===== src/rtl/alu_exec_unit.sv =====
// Execute-stage ALU: decodes the 3-bit ALU_Control code and computes result, zero, overflow and illegal_op.
// Latency: an op accepted on edge N is presented on the outputs after edge N+1; one op per cycle sustained.
// Backpressure: holds up to two ops (S1 operands, S2 result); outputs stay stable while out_valid && !out_ready.
//
// Ports:
//   clk, rst_n            clock and asynchronous active-low reset
//   flush                 synchronous squash of both pipeline stages
//   in_valid / in_ready   input handshake for ALU_Control, operand_a, operand_b
//   out_valid / out_ready output handshake for result, zero, overflow, illegal_op
module alu_exec_unit #(
    parameter int WIDTH = 32
) (
    input  logic             clk,
    input  logic             rst_n,
    input  logic             flush,
    input  logic             in_valid,
    output logic             in_ready,
    input  logic [2:0]       ALU_Control,
    input  logic [WIDTH-1:0] operand_a,
    input  logic [WIDTH-1:0] operand_b,
    output logic             out_valid,
    input  logic             out_ready,
    output logic [WIDTH-1:0] result,
    output logic             zero,
    output logic             overflow,
    output logic             illegal_op
);

    localparam logic [2:0] OP_AND = 3'b000;
    localparam logic [2:0] OP_OR  = 3'b001;
    localparam logic [2:0] OP_ADD = 3'b010;
    localparam logic [2:0] OP_XOR = 3'b011;
    localparam logic [2:0] OP_SLT = 3'b100;
    localparam logic [2:0] OP_SUB = 3'b110;

    // Stage 1: registered operation and operands
    logic             s1_valid;
    logic [2:0]       s1_ctrl;
    logic [WIDTH-1:0] s1_a;
    logic [WIDTH-1:0] s1_b;

    // Stage 2: registered result; its valid bit is out_valid
    logic             s2_valid;

    logic             s2_advance;
    logic             accept;

    logic [WIDTH-1:0] sum;
    logic [WIDTH-1:0] diff;
    logic             slt_bit;
    logic [WIDTH-1:0] alu_res;
    logic             alu_ovf;
    logic             alu_ill;

    assign s2_advance = s1_valid && (!s2_valid || out_ready);
    assign in_ready   = !flush && (!s1_valid || s2_advance);
    assign accept     = in_valid && in_ready;
    assign out_valid  = s2_valid;

    assign sum  = s1_a + s1_b;
    assign diff = s1_a - s1_b;
    // True signed compare rather than the sign of diff, so slt stays correct when a-b overflows.
    assign slt_bit = $signed(s1_a) < $signed(s1_b);

    always_comb begin
        alu_res = '0;
        alu_ovf = 1'b0;
        alu_ill = 1'b0;
        case (s1_ctrl)
            OP_ADD: begin
                alu_res = sum;
                alu_ovf = (s1_a[WIDTH-1] == s1_b[WIDTH-1]) && (sum[WIDTH-1] != s1_a[WIDTH-1]);
            end
            OP_SUB: begin
                alu_res = diff;
                alu_ovf = (s1_a[WIDTH-1] != s1_b[WIDTH-1]) && (diff[WIDTH-1] != s1_a[WIDTH-1]);
            end
            OP_AND:  alu_res = s1_a & s1_b;
            OP_OR:   alu_res = s1_a | s1_b;
            OP_XOR:  alu_res = s1_a ^ s1_b;
            OP_SLT:  alu_res = {{(WIDTH-1){1'b0}}, slt_bit};
            default: alu_ill = 1'b1;   // 101 and 111: result 0, which also sets zero
        endcase
    end

    always_ff @(posedge clk or negedge rst_n) begin
        if (!rst_n) begin
            s1_valid   <= 1'b0;
            s1_ctrl    <= '0;
            s1_a       <= '0;
            s1_b       <= '0;
            s2_valid   <= 1'b0;
            result     <= '0;
            zero       <= 1'b0;
            overflow   <= 1'b0;
            illegal_op <= 1'b0;
        end else if (flush) begin
            // A handshake completing this cycle is still delivered; everything else is dropped.
            s1_valid <= 1'b0;
            s2_valid <= 1'b0;
        end else begin
            // S1 reloads when an accept coincides with its drain into S2.
            if (accept) begin
                s1_valid <= 1'b1;
                s1_ctrl  <= ALU_Control;
                s1_a     <= operand_a;
                s1_b     <= operand_b;
            end else if (s2_advance) begin
                s1_valid <= 1'b0;
            end

            // S2 reloads on a same-cycle output handshake, keeping out_valid high.
            if (s2_advance) begin
                s2_valid   <= 1'b1;
                result     <= alu_res;
                zero       <= (alu_res == '0);
                overflow   <= alu_ovf;
                illegal_op <= alu_ill;
            end else if (out_ready) begin
                s2_valid <= 1'b0;
            end
        end
    end

endmodule


===== config.mk =====
export PLATFORM = sky130hd
export DESIGN_NAME = alu_exec_unit
export DESIGN_NICKNAME = d
export VERILOG_FILES = /design/src/rtl/alu_exec_unit.sv
export SDC_FILE = /design/constraint.sdc
export NUM_CORES = 1
export LEC_CHECK = 0
export ABC_AREA = 1
export BUFFER_PORTS_ARGS = -buffer_cell sky130_fd_sc_hd__buf_4
export CORE_MARGIN = 2
export CORE_UTILIZATION = 40
export CTS_BUF_LIST = sky130_fd_sc_hd__clkbuf_8
export CTS_CLUSTER_DIAMETER = 120
export DETAILED_ROUTE_END_ITERATION = 8
export SLEW_MARGIN = 20
export SYNTH_ARGS = -nofsm -noshare
export SYNTH_HDL_FRONTEND = slang
export SYNTH_SLANG_ARGS = --single-unit

===== constraint.sdc =====
create_clock -name clk -period 5 [get_ports clk]
set_clock_uncertainty 0.1 [all_clocks]
set_input_delay 0.75 -clock clk [delete_from_list [all_inputs] [get_ports clk]]
set_output_delay 0.75 -clock clk [all_outputs]
set_load 0.02 [all_outputs]

==> results.txt, run 1 <==
----------------------------------------------------
[Status]
  Result of the run ... complete, no violations

[Critical path]
  Termination of the worst setup path ... zero$_DFFE_PN0P_
  Category of the critical setup timing path ... reg -> reg
  Arrival time of the worst setup path ... 3.44 ns
  Origin of the critical flop-to-flop path ... s1_a[23]$_DFFE_PN0P_
  Setup slack on the worst flop-to-flop path ... 1.81 ns
  First element of the critical path ... s1_a[23]$_DFFE_PN0P_
  Worst Setup Start Kind ... flip-flop
  Endpoint of the worst-slack reg-to-reg timing path ... zero$_DFFE_PN0P_
  Maximum fanout encountered on the critical timing path ... 8
  Worst-case reg-to-reg path depth ... 17
  Crit end category ... flip-flop
  Data required, critical path ... 5.25 ns

[Place]
  Instance area at placement ... 11200 sq um
  Post-DP HPWL ... 30.3 mm
  Minimum setup slack after placement ... 1.94 ns
  GPL Wtd Cong ... 1.02
  Number of buffers added on ports ... 108
  Total instance count after detailed placement ... 2067

[Detailed routing]
  First drt pass iteration count ... 6
  Drt first-iter violations ... 957
  Antenna Nets Post-Route ... 0
  Drt wl/cell ... 17.7 um
  Wirelength, routed ... 36.8 mm
  Total number of vias ... 10700
  Detailed-route vias per instance ... 5.14
  Post-route DRC violation count ... 0

[Floorplanning]
  Die area ... 27000 sq um
  Core Footprint ... 25200 sq um
  Placement row count ... 58
  Initial Utilization ... 0.408
  Width of the chip ... 164 um
  Die height ... 164 um
  Io pins ... 109

[Cells and area]
  Final instance area ... 11500 sq um
  Ant diodes ... 0
  Final-stage net count ... 1923
  Share of post-route cells with drive strength above 1 ... 0.0850
  Count of non-filler cells in the finished layout ... 2083
  Final Core Density ... 0.455
  Area growth, synth to finish ... 11.6%

[Synthesis]
  Count of distinct cell types in the synthesized netlist ... 40
  Share of flip-flops with an asynchronous set or reset after synthesis ... 1.00
  Yosys reg bits ... 104
  Post-synthesis instance area ... 10300 sq um
  Average instance area after synthesis ... 6.07 sq um
  Top cell type by total area after synthesis ... sky130_fd_sc_hd__dfrtp_1
  Sequential fraction of the synthesis area ... 0.254
  Post-synthesis net count ... 1865
  Ranking of synthesized cells by instance count ... sky130_fd_sc_hd__nand2_1, sky130_fd_sc_hd__inv_1, sky130_fd_sc_hd__nor2_1
  Number of instances in the synthesized netlist ... 1690
  Main flop type after synthesis ... sky130_fd_sc_hd__dfrtp_1
  Yosys warns ... 0
  Number of enable-type register cells in the synthesized netlist ... 0
  Count leader, synth ... sky130_fd_sc_hd__nand2_1
  Top cells by area, synth ... sky130_fd_sc_hd__dfrtp_1, sky130_fd_sc_hd__nand2_1, sky130_fd_sc_hd__ha_1
  Synth top area share ... 0.254

[GRT]
  First-pass GRT wire length ... 56.7 mm
  Remaining global-route overflow ... 0
  GRT Total Usage ... 0.279
  Initial antenna violation count ... 1
  Maximum number of pins on one net before global-route repair ... 87
  Via count of the first global-routing pass ... 10100

[Clock tree]
  Clock latency on the worst-skew pair ... 0.41 ns
  Number of gates given a new drive strength after cts ... 0
  Root buf cell ... sky130_fd_sc_hd__clkbuf_8
  Clk sink count ... 104
  Post-cts hold buffer count ... 0
  Max clock buf depth ... 2
  H-tree levels ... 3
  Post-CTS Setup Repair Bufs ... 0
  Clock tree from TritonCTS ... done
  Clock-pin slew reported for the worst setup and hold paths after clock tree synthesis ... 0.12 ns
  Number of buffers added by the clock tree synthesis step ... 9

[Power]
  Worst vdd ir ... 0.156 mV
  Static Leakage ... 6.48 nW
  Final Power ... 4.19 mW
  Power Density ... 366 nW/um^2

[Timing]
  Fmax ... 314 MHz
  Aggregate negative setup slack ... 0 ns
  Worst Hold Slack ... 0.276 ns
  RSZ-0062 raised after global routing ... false
  Final worst setup slack ... 1.81 ns
  Pins over their slew limit ... 0
  Hold violation total from the final report ... 0
  Total of endpoints with negative setup slack in the final report ... 0
  Share of the clock period used by the worst path ... 0.637
  Worst slew pin tran ... 0.825 ns
  Final Critical Period ... 3.19 ns
  Slew margin rel. ... 0.449

[Worst hold path]
  Worst Hold Class ... in -> async

[Job]
  Max-cap violations ... 0

----------------------------------------------------
## power breakdown
part           internal (mW)  switching (mW)
Combinational          0.748            1.70
Clock                  0.304           0.344
Sequential             0.996           0.106
Total                   2.05            2.15
## metal layers
| metal | global-route usage | wire (um) | vias to the layer above | part of all wire |
|---|---|---|---|---|
| met1 | 0.411 | 18000 | 4868 | 0.49 |
| met5 | 0 | 14 | - | 0.00038 |
| met2 | 0.417 | 15000 | 397 | 0.41 |
| li1 | - | - | 5399 | - |
| met4 | 0.0805 | 783 | 2 | 0.021 |
| met3 | 0.0472 | 3040 | 49 | 0.083 |
## registers in the layout, summed over array words and instances, names as in the netlist
name and flops:
result 32, s1_a 32, s1_valid 1, zero 1, s1_ctrl 3, overflow 1, illegal_op 1, s1_b 32
out_valid 1
## how the worst min path moves through the flow
stage / startpoint / to / slack [ns]
3_3_place_gp: result[18]$_DFFE_PN0P_ / result[18]$_DFFE_PN0P_ / 0.36
2_1_floorplan: rst_n / illegal_op$_DFFE_PN0P_ / 0.35
6_report: rst_n / s1_a[9]$_DFFE_PN0P_ / 0.28
5_1_grt: rst_n / s1_a[9]$_DFFE_PN0P_ / 0.36
3_5_place_dp: result[18]$_DFFE_PN0P_ / result[18]$_DFFE_PN0P_ / 0.37
4_1_cts: rst_n / s1_a[9]$_DFFE_PN0P_ / 0.31
## cell families after synthesis
kind of cell | Yosys count | synth area share
AND/OR/NAND/NOR | 908 | 0.363
buffers and inverters | 345 | 0.134
AO/OA/AOI/OAI | 227 | 0.119
flip-flops | 104 | 0.254
adder cells (fa/ha/maj) | 103 | 0.127
XOR/XNOR | 2 | 0.00171
multiplexers | 1 | 0.00110
## critical path, stage by stage, from the launching register on
cell and delay (ns):
sky130_fd_sc_hd__dfrtp_1 0.39, sky130_fd_sc_hd__inv_1 0.07, sky130_fd_sc_hd__ha_1 0.48, sky130_fd_sc_hd__inv_1 0.31
sky130_fd_sc_hd__nand2_1 0.16, sky130_fd_sc_hd__nor2_1 0.44, sky130_fd_sc_hd__nand2_1 0.21, sky130_fd_sc_hd__nor2_1 0.12
sky130_fd_sc_hd__nand2_1 0.08, sky130_fd_sc_hd__nand2_1 0.10, sky130_fd_sc_hd__nand2_1 0.05, sky130_fd_sc_hd__nand2_1 0.05
sky130_fd_sc_hd__nor2_1 0.04, sky130_fd_sc_hd__nor2_1 0.17, sky130_fd_sc_hd__nand3_1 0.09, sky130_fd_sc_hd__nor2_1 0.11
sky130_fd_sc_hd__nand3_1 0.08, sky130_fd_sc_hd__nand2_1 0.06
## cell type report
type / instances / area (sq um)
clock buffer: 10 / 138
clock inverter: 6 / 97.6
fill: 2770 / 13700
inverter: 279 / 1050
multi-input combinational: 1241 / 6300
sequential: 104 / 2600
tap: 330 / 413
timing repair buffer: 113 / 861
## layout by cell type, fill, tap and decap left out, types with 2 or more instances in the layout
cell type                     n
sky130_fd_sc_hd__a21oi_1    138
sky130_fd_sc_hd__a21oi_2      2
sky130_fd_sc_hd__a31oi_1     11
sky130_fd_sc_hd__and2_1       2
sky130_fd_sc_hd__buf_4      112
sky130_fd_sc_hd__bufinv_16    2
sky130_fd_sc_hd__clkbuf_8    10
sky130_fd_sc_hd__dfrtp_1    104
sky130_fd_sc_hd__fa_1         2
sky130_fd_sc_hd__ha_1       101
sky130_fd_sc_hd__inv_1      275
sky130_fd_sc_hd__inv_2        4
sky130_fd_sc_hd__inv_6        2
sky130_fd_sc_hd__nand2_1    487
sky130_fd_sc_hd__nand2_4      2
sky130_fd_sc_hd__nand3_1    149
sky130_fd_sc_hd__nand3_2      4
sky130_fd_sc_hd__nand3b_1     2
sky130_fd_sc_hd__nand4_1     22
sky130_fd_sc_hd__nor2_1     225
sky130_fd_sc_hd__nor2_2       4
sky130_fd_sc_hd__nor2_4       2
sky130_fd_sc_hd__nor3_1       7
sky130_fd_sc_hd__o21ai_0     34
sky130_fd_sc_hd__o21bai_1     5
sky130_fd_sc_hd__o22ai_1     30
Power figures use the tool's default switching activity.
==> run 2, diff against run 1 <==
clock period = 2.7 ns   (was 5 ns; I/O delays follow)
==> run 2 against run 1 <==
Compared with the run above:
- final cell count increased by 19%
- wire length increased by 15%
- maximum frequency increased by 18%
- flip-flop and latch count unchanged
- count of clock-buffer cells in the layout decreased by 1
- global-route usage increased by 3.3 points
- clock power increased by 51%
- total power increased by 150%
- register-to-register slack got worse by 1.8 ns
- core utilization increased by 17 points
- critical endpoint unchanged
==> results.txt, run 2 (same netlist as run 1, synthesis figures left out) <==
----------------------------------------------------
[Critical path]
  Arrival time of the worst setup path ... 2.94 ns (-0.50 ns)
  Data required, critical path ... 2.94 ns (-2.31 ns)
  Endpoint of the worst-slack reg-to-reg timing path ... zero$_DFFE_PN0P_
  Setup slack on the worst flop-to-flop path ... 0.003 ns (-1.81 ns)
  Worst-case reg-to-reg path depth ... 17 (unchanged)
  Origin of the critical flop-to-flop path ... s1_b[10]$_DFFE_PN0P_
  Category of the critical setup timing path ... reg -> reg
  Crit-path cells ... inv_2 > ha_4 > buf_4 > nor2_4 > buf_4 > nand2_4 > nor2_2 > nand2_1 > nand2_1 > nand3b_1 > a21oi_2 > nor2_1 > nor2_1 > nand2_2 > nor2_4 > nand3_2 > nand2_1
  Slowest cell on the critical path ... sky130_fd_sc_hd__dfrtp_1
  Crit end category ... flip-flop
  CP peak stage delay ... 0.40 ns (-0.08 ns)
  Maximum fanout encountered on the critical timing path ... 7 (-1)
  Cell type with the highest occurrence count on the critical path ... sky130_fd_sc_hd__nand2_1
  Worst Setup Start Kind ... flip-flop

[Power]
  Static Leakage ... 8.51 nW (+31%)
  Net switching power of the design ... 4.93 mW (+130%)
  Worst vdd ir ... 0.342 mV (+120%)
  Final Power ... 10.4 mW (+150%)
  Switching part of the total ... 0.476 (-0.0361)
  Cell Int Power ... 5.44 mW (+170%)
  Share of total power in sequential cells ... 0.196 (-0.067)
  Combinational power share ... 0.710 (+0.127)
  Part of the total power dissipated in the clock network ... 0.094 (-0.061)
  Power Density ... 658 nW/um^2 (+80%)

[Detailed routing]
  Drt wl/cell ... 17.1 um (-3.2%)
  Total number of vias ... 12500 (+16%)
  Drt first-iter violations ... 1109 (+16%)
  Wirelength, routed ... 42.3 mm (+15%)
  First drt pass iteration count ... 6 (unchanged)
  Antenna Nets Post-Route ... 0 (unchanged)
  Post-route DRC violation count ... 0 (unchanged)
  Detailed-route vias per instance ... 5.04 (-2.1%)

[Timing]
  Hold violation total from the final report ... 0 (unchanged)
  Final Critical Period ... 2.70 ns (-0.490 ns)
  Worst slew pin tran ... 0.744 ns (-0.0802 ns)
  Total of endpoints with negative setup slack in the final report ... 0 (unchanged)
  Share of the clock period used by the worst path ... 0.999 (+0.361)
  Worst Hold Slack ... 0.0490 ns (-0.228 ns)
  Aggregate negative setup slack ... 0 ns (unchanged)
  Final worst setup slack ... 0.00348 ns (-1.81 ns)
  RSZ-0062 raised after global routing ... true
  Fmax ... 371 MHz (+18%)
  Pins over their slew limit ... 0 (unchanged)
  Slew margin rel. ... 0.503 (+0.0537)

[Worst hold path]
  Worst Hold Class ... in -> reg
  Hold-critical path endpoint ... out_valid$_DFFE_PN0P_
  Cells on Worst Hold Path ... 2
  Worst hold start ... flush

[Cells and area]
  Final instance area ... 15800 sq um (+38%)
  Number of fillers in the final layout ... 2466 (-11%)
  Share of post-route cells with drive strength above 1 ... 0.401 (+0.316)
  Count of non-filler cells in the finished layout ... 2474 (+19%)
  Area used by multi-input combinational logic ... 7630 sq um (+21%)
  Largest regs ... result (32), s1_a (32), s1_b (32)
  Area taken by flip-flops and latches ... 2600 sq um (unchanged)
  Area growth, synth to finish ... 53.5%
  Most frequent standard cell in the layout excluding fill and tap cells ... sky130_fd_sc_hd__buf_4
  Highest-count cells in the layout ignoring fill and taps ... sky130_fd_sc_hd__buf_4, sky130_fd_sc_hd__nand2_1, sky130_fd_sc_hd__inv_1
  Final Core Density ... 0.626 (+0.171)
  Ant diodes ... 0 (unchanged)
  Final-stage net count ... 2314 (+20%)

[GRT]
  Initial antenna violation count ... 1 (unchanged)
  First-pass GRT wire length ... 64.0 mm (+13%)
  Maximum number of pins on one net before global-route repair ... 63 (-28%)
  Remaining global-route overflow ... 0 (unchanged)
  GRT Total Usage ... 0.312 (+0.0328)
  Via count of the first global-routing pass ... 11700 (+16%)

[Place]
  GPL Wtd Cong ... 0.955 (-6.8%)
  Instance area at placement ... 13800 sq um (+23%)
  Number of buffers added on ports ... 108 (unchanged)
  Minimum setup slack after placement ... -0.374 ns (-2.31 ns)
  Total instance count after detailed placement ... 2409 (+17%)
  Post-DP HPWL ... 34.7 mm (+14%)

[Clock tree]
  Clock latency on the worst-skew pair ... 0.41 ns (about the same)
  Root buf cell ... sky130_fd_sc_hd__clkbuf_8
  Clk sink count ... 104 (unchanged)
  Number of buffers added by the clock tree synthesis step ... 9 (unchanged)
  Max clock buf depth ... 2 (unchanged)
  Clock tree from TritonCTS ... done
  Clock-pin slew reported for the worst setup and hold paths after clock tree synthesis ... 0.11 ns (about the same)
  H-tree levels ... 3 (unchanged)

[Floorplanning]
  Width of the chip ... 164 um (unchanged)
  Initial Utilization ... 0.408 (unchanged)
  Io pins ... 109 (unchanged)
  Die area ... 27000 sq um (unchanged)
  Core Footprint ... 25200 sq um (unchanged)
  Placement row count ... 58 (unchanged)
  Die height ... 164 um (unchanged)

[Job]
  Max-cap violations ... 0 (unchanged)

[Status]
  Result of the run ... complete, no violations

----------------------------------------------------
run 2: cell types whose count changed in the layout (fill, tap and decap cells not counted), moves of 31 or more:
cell,before,now
sky130_fd_sc_hd__inv_1,275,224
sky130_fd_sc_hd__nand2_1,487,391
sky130_fd_sc_hd__nand3_2,4,36
sky130_fd_sc_hd__ha_1,101,70
sky130_fd_sc_hd__nor2_1,225,163
sky130_fd_sc_hd__nor2_2,4,48
sky130_fd_sc_hd__inv_2,4,55
sky130_fd_sc_hd__nand3_1,149,108
sky130_fd_sc_hd__buf_4,112,488
sky130_fd_sc_hd__nand2_2,0,85
run 2: cell type report:
type | count | area share
inverters | 279 | 0.0666
flip-flops and latches | 104 | 0.165
clock inverters | 7 | 0.00294
clock buffers | 9 | 0.00786
multi-input cells | 1241 | 0.484
repair buffers | 504 | 0.247
well taps | 330 | 0.0262
run 2: power groups by stage:
| stage | clock network [mW] | registers, mW | logic (mW) |
|---|---|---|---|
| after floorplan | 0 | 2.23 | 2.79 |
| after global placement | 0 | 2.03 | 5.96 |
| after detailed placement | 0 | 2.04 | 6.00 |
| after CTS | 1.01 | 2.02 | 6.44 |
| after global routing | 1.06 | 2.06 | 7.95 |
| final | 0.979 | 2.03 | 7.36 |
run 2: repair_timing:
item	in CTS	in global routing
endpoints found under the setup margin	10	13
hold buffers	1	0
pin swaps	26	103
endpoints found under the hold margin	75	0
gates resized for setup	130	271
setup buffers	19	33
run 2: worst max-delay path by stage:
stage                    startpoint          endpoint  slack [ns]  depth (start not counted)
3_3_place_gp    s1_a[0]$_DFFE_PN0P_  zero$_DFFE_PN0P_       -0.42                         21
5_1_grt         s1_b[2]$_DFFE_PN0P_  zero$_DFFE_PN0P_       -0.11                         19
3_5_place_dp    s1_a[0]$_DFFE_PN0P_  zero$_DFFE_PN0P_       -0.37                         21
4_1_cts        s1_a[22]$_DFFE_PN0P_  zero$_DFFE_PN0P_      0.0005                         18
2_1_floorplan   s1_b[0]$_DFFE_PN0P_  zero$_DFFE_PN0P_        0.41                         17
6_report       s1_b[10]$_DFFE_PN0P_  zero$_DFFE_PN0P_       0.003                         17
run 2: critical path, delay by kind of cell, from the launching register on:
kind                       cells  cell delay, ns
and+or+nand+nor               12            1.33
buffers and inverters          3            0.39
adders and majority gates      1            0.23
AOI/OAI and AO/OA              1            0.20
DFF                            1            0.40
run 2: metal layers:
layer	track usage	routed length [um]
met5	0	13
met4	0.0789	806
met3	0.0535	3160
met2	0.474	18200
met1	0.455	20100
==> run 3, diff against run 2 <==
BUFFER_PORTS_ARGS = default   (was -buffer_cell sky130_fd_sc_hd__buf_4)
DONT_BUFFER_PORTS = 1   (was default)
MAX_ROUTING_LAYER = met4   (was default)
clock period = 3 ns   (was 2.7 ns; I/O delays follow)
==> run 3 against run 2 <==
Compared with the run above:
- count of clock-buffer cells in the layout is the same
- combinational power shrank 40%
- critical path depth is the same
- total power down 30%
- clock power shrank 10%
- sequential power about the same
==> results.txt, run 3 (same netlist as run 1, synthesis figures left out) <==
----------------------------------------------------
[Floorplanning]
  Core Footprint ... 25200 sq um (unchanged)
  Initial Utilization ... 0.408 (unchanged)
  Die area ... 27000 sq um (unchanged)
  Width of the chip ... 164 um (unchanged)
  Io pins ... 109 (unchanged)
  Die height ... 164 um (unchanged)
  Placement row count ... 58 (unchanged)

[Detailed routing]
  Drt first-iter violations ... 952 (-14%)
  Antenna Nets Post-Route ... 0 (unchanged)
  Total number of vias ... 10900 (-13%)
  First drt pass iteration count ... 5 (-1)
  Post-route DRC violation count ... 0 (unchanged)
  Drt wl/cell ... 18.0 um (+5.2%)
  Detailed-route vias per instance ... 5.12 (+1.6%)
  Wirelength, routed ... 38.3 mm (-9.6%)

[GRT]
  Met1 track utilization from global routing ... 0.428 (-0.0276)
  Remaining global-route overflow ... 0 (unchanged)
  GRT Total Usage ... 0.294 (-0.0177)
  First-pass GRT wire length ... 57.9 mm (-9.4%)
  Met2 track demand over resource ... 0.431 (-0.0434)
  Via count of the first global-routing pass ... 10300 (-12%)
  Met3 track demand over resource ... 0.0439 (-0.00960)
  Most Used Layer, Global Route ... met2
  Initial antenna violation count ... 0 (-1)
  Maximum number of pins on one net before global-route repair ... 105 (+67%)

[Job]
  Max-cap violations ... 0 (unchanged)

[Cells and area]
  Ant diodes ... 0 (unchanged)
  Final instance area ... 12100 sq um (-23%)
  Final-stage net count ... 1967 (-15%)
  Most frequent standard cell in the layout excluding fill and tap cells ... sky130_fd_sc_hd__nand2_1
  Largest regs ... result (32), s1_a (32), s1_b (32)
  Area growth, synth to finish ... 17.6%
  Highest-count cells in the layout ignoring fill and taps ... sky130_fd_sc_hd__nand2_1, sky130_fd_sc_hd__inv_1, sky130_fd_sc_hd__nor2_1
  Share of post-route cells with drive strength above 1 ... 0.143 (-0.258)

[Critical path]
  CP peak stage delay ... 0.44 ns (+0.04 ns)
  Data required, critical path ... 3.24 ns (+0.30 ns)
  Slowest cell on the critical path ... sky130_fd_sc_hd__ha_2
  Setup slack on the worst flop-to-flop path ... 0.17 ns (+0.17 ns)
  Category of the critical setup timing path ... reg -> reg
  CP top delay family ... simple AND/OR/NAND/NOR gates
  Worst Path Buf+Inv ... 2 (-1)
  Worst Setup Start Kind ... flip-flop
  Endpoint of the worst-slack reg-to-reg timing path ... zero$_DFFE_PN0P_
  Maximum fanout encountered on the critical timing path ... 9 (+2)
  Crit end category ... flip-flop
  Origin of the critical flop-to-flop path ... s1_a[21]$_DFFE_PN0P_
  Cell type with the highest occurrence count on the critical path ... sky130_fd_sc_hd__nand2_1
  Worst-case reg-to-reg path depth ... 17 (unchanged)
  Arrival time of the worst setup path ... 3.08 ns (+0.14 ns)
  Crit-path cells ... inv_1 > ha_2 > nand2_1 > nor2_1 > nand2_1 > buf_4 > nor2_1 > nand2_2 > nand2_1 > nand2_1 > nand3_1 > nand2_1 > nor2_2 > nand3_1 > nor2_1 > nand3_1 > nand2_1

[Timing]
  Pins over their slew limit ... 0 (unchanged)
  Final Critical Period ... 2.83 ns (+0.134 ns)
  Worst slew pin tran ... 0.729 ns (-0.0150 ns)
  Hold violation total from the final report ... 0 (unchanged)
  Share of the clock period used by the worst path ... 0.944 (-0.0552)
  Slew margin rel. ... 0.513 (+0.0100)
  Total of endpoints with negative setup slack in the final report ... 0 (unchanged)
  Fmax ... 353 MHz (-4.7%)

[Worst hold path]
  Cells on Worst Hold Path ... 1 (-1)
  Worst hold start ... flush
  Hold-critical path endpoint ... s1_valid$_DFFE_PN0P_
  Worst Hold Class ... in -> reg

[Clock tree]
  Clk sink count ... 104 (unchanged)
  H-tree levels ... 3 (unchanged)
  Clock latency on the worst-skew pair ... 0.41 ns (about the same)
  Max clock buf depth ... 2 (unchanged)
  Clock tree from TritonCTS ... done
  Number of buffers added by the clock tree synthesis step ... 9 (unchanged)
  Root buf cell ... sky130_fd_sc_hd__clkbuf_8
  Clock-pin slew reported for the worst setup and hold paths after clock tree synthesis ... 0.12 ns (about the same)

[Place]
  Instance area at placement ... 11500 sq um (-17%)
  Number of buffers added on ports ... 0 (-100%)
  Post-DP HPWL ... 32.0 mm (-7.9%)
  GPL Wtd Cong ... 0.986 (+3.3%)

[Power]
  Final Power ... 7.30 mW (-30%)
  Static Leakage ... 6.70 nW (-21%)
  Worst vdd ir ... 0.309 mV (-9.8%)
  Power Density ... 605 nW/um^2 (-8.1%)

[Status]
  Result of the run ... complete, no violations

----------------------------------------------------
[run 3: metal layers]
| metal | share of wire | wire [um] |
|---|---|---|
| met5 | 0 | 0 |
| met4 | 0.015 | 584 |
| met3 | 0.073 | 2780 |
| met2 | 0.41 | 15900 |
| met1 | 0.50 | 19100 |
[run 3: how the worst max path moves through the flow]
| stage | start | endpoint | slack, ns | depth (start not counted) |
|---|---|---|---|---|
| 3_5_place_dp | s1_b[0]$_DFFE_PN0P_ | zero$_DFFE_PN0P_ | -0.02 | 17 |
| 6_report | s1_a[21]$_DFFE_PN0P_ | zero$_DFFE_PN0P_ | 0.17 | 17 |
| 2_1_floorplan | s1_b[0]$_DFFE_PN0P_ | zero$_DFFE_PN0P_ | 0.71 | 17 |
| 4_1_cts | s1_a[21]$_DFFE_PN0P_ | zero$_DFFE_PN0P_ | 0.01 | 17 |
| 5_1_grt | s1_a[20]$_DFFE_PN0P_ | zero$_DFFE_PN0P_ | -0.03 | 18 |
| 3_3_place_gp | s1_a[0]$_DFFE_PN0P_ | zero$_DFFE_PN0P_ | -0.10 | 17 |
[run 3: where the power goes]
group | switching (mW) | internal [mW] | total, mW
combinational | 2.79 | 1.61 | 4.40
clock | 0.576 | 0.303 | 0.879
sequential | 0.362 | 1.66 | 2.02
[run 3: worst register-to-register path, stage by stage (launching register included)]
cell	delay [ns]
sky130_fd_sc_hd__dfrtp_1	0.40
sky130_fd_sc_hd__inv_1	0.08
sky130_fd_sc_hd__ha_2	0.44
sky130_fd_sc_hd__nand2_1	0.14
sky130_fd_sc_hd__nor2_1	0.23
sky130_fd_sc_hd__nand2_1	0.16
sky130_fd_sc_hd__buf_4	0.16
sky130_fd_sc_hd__nor2_1	0.12
sky130_fd_sc_hd__nand2_2	0.12
sky130_fd_sc_hd__nand2_1	0.11
sky130_fd_sc_hd__nand2_1	0.06
sky130_fd_sc_hd__nand3_1	0.08
sky130_fd_sc_hd__nand2_1	0.06
sky130_fd_sc_hd__nor2_2	0.18
sky130_fd_sc_hd__nand3_1	0.10
sky130_fd_sc_hd__nor2_1	0.11
sky130_fd_sc_hd__nand3_1	0.08
sky130_fd_sc_hd__nand2_1	0.07
[run 3: final cells by class]
type / instances / area [sq um]
clock buffers: 9 / 124
repair buffers: 157 / 1250
clock inverters: 7 / 48.8
multi-input cells: 1241 / 6590
inverters: 279 / 1050
fillers: 2720 / 13100
well taps: 330 / 413
flip-flops and latches: 104 / 2600
[run 3: per-stage QoR]
| stage | util | setup TNS, ns | instances | hold WS (ns) | setup slack, ns |
|---|---|---|---|---|---|
| global route | 0.479 | -0.0285 | 2127 | 0.00608 | -0.0283 |
| floorplan | - | 0 | 1690 | 0.0544 | 0.711 |
| global placement | 0.457 | -0.105 | 2102 | 0.0568 | -0.105 |
| finish | 0.479 | 0 | 2127 | 0.0176 | 0.169 |
| detailed placement | 0.457 | -0.0227 | 2102 | 0.0565 | -0.0227 |
| CTS | 0.466 | 0 | 2121 | 0.00851 | 0.0115 |
[run 3: repair_timing]
action                                  4_1_cts  5_1_grt
cloned                                        0        0
setup buffers                                 0        6
pin swaps                                     0        5
hold buffers                                  3        0
endpoints found under the setup margin        1        7
hold endpoints to repair                    105        0
gates resized for setup                       4       78
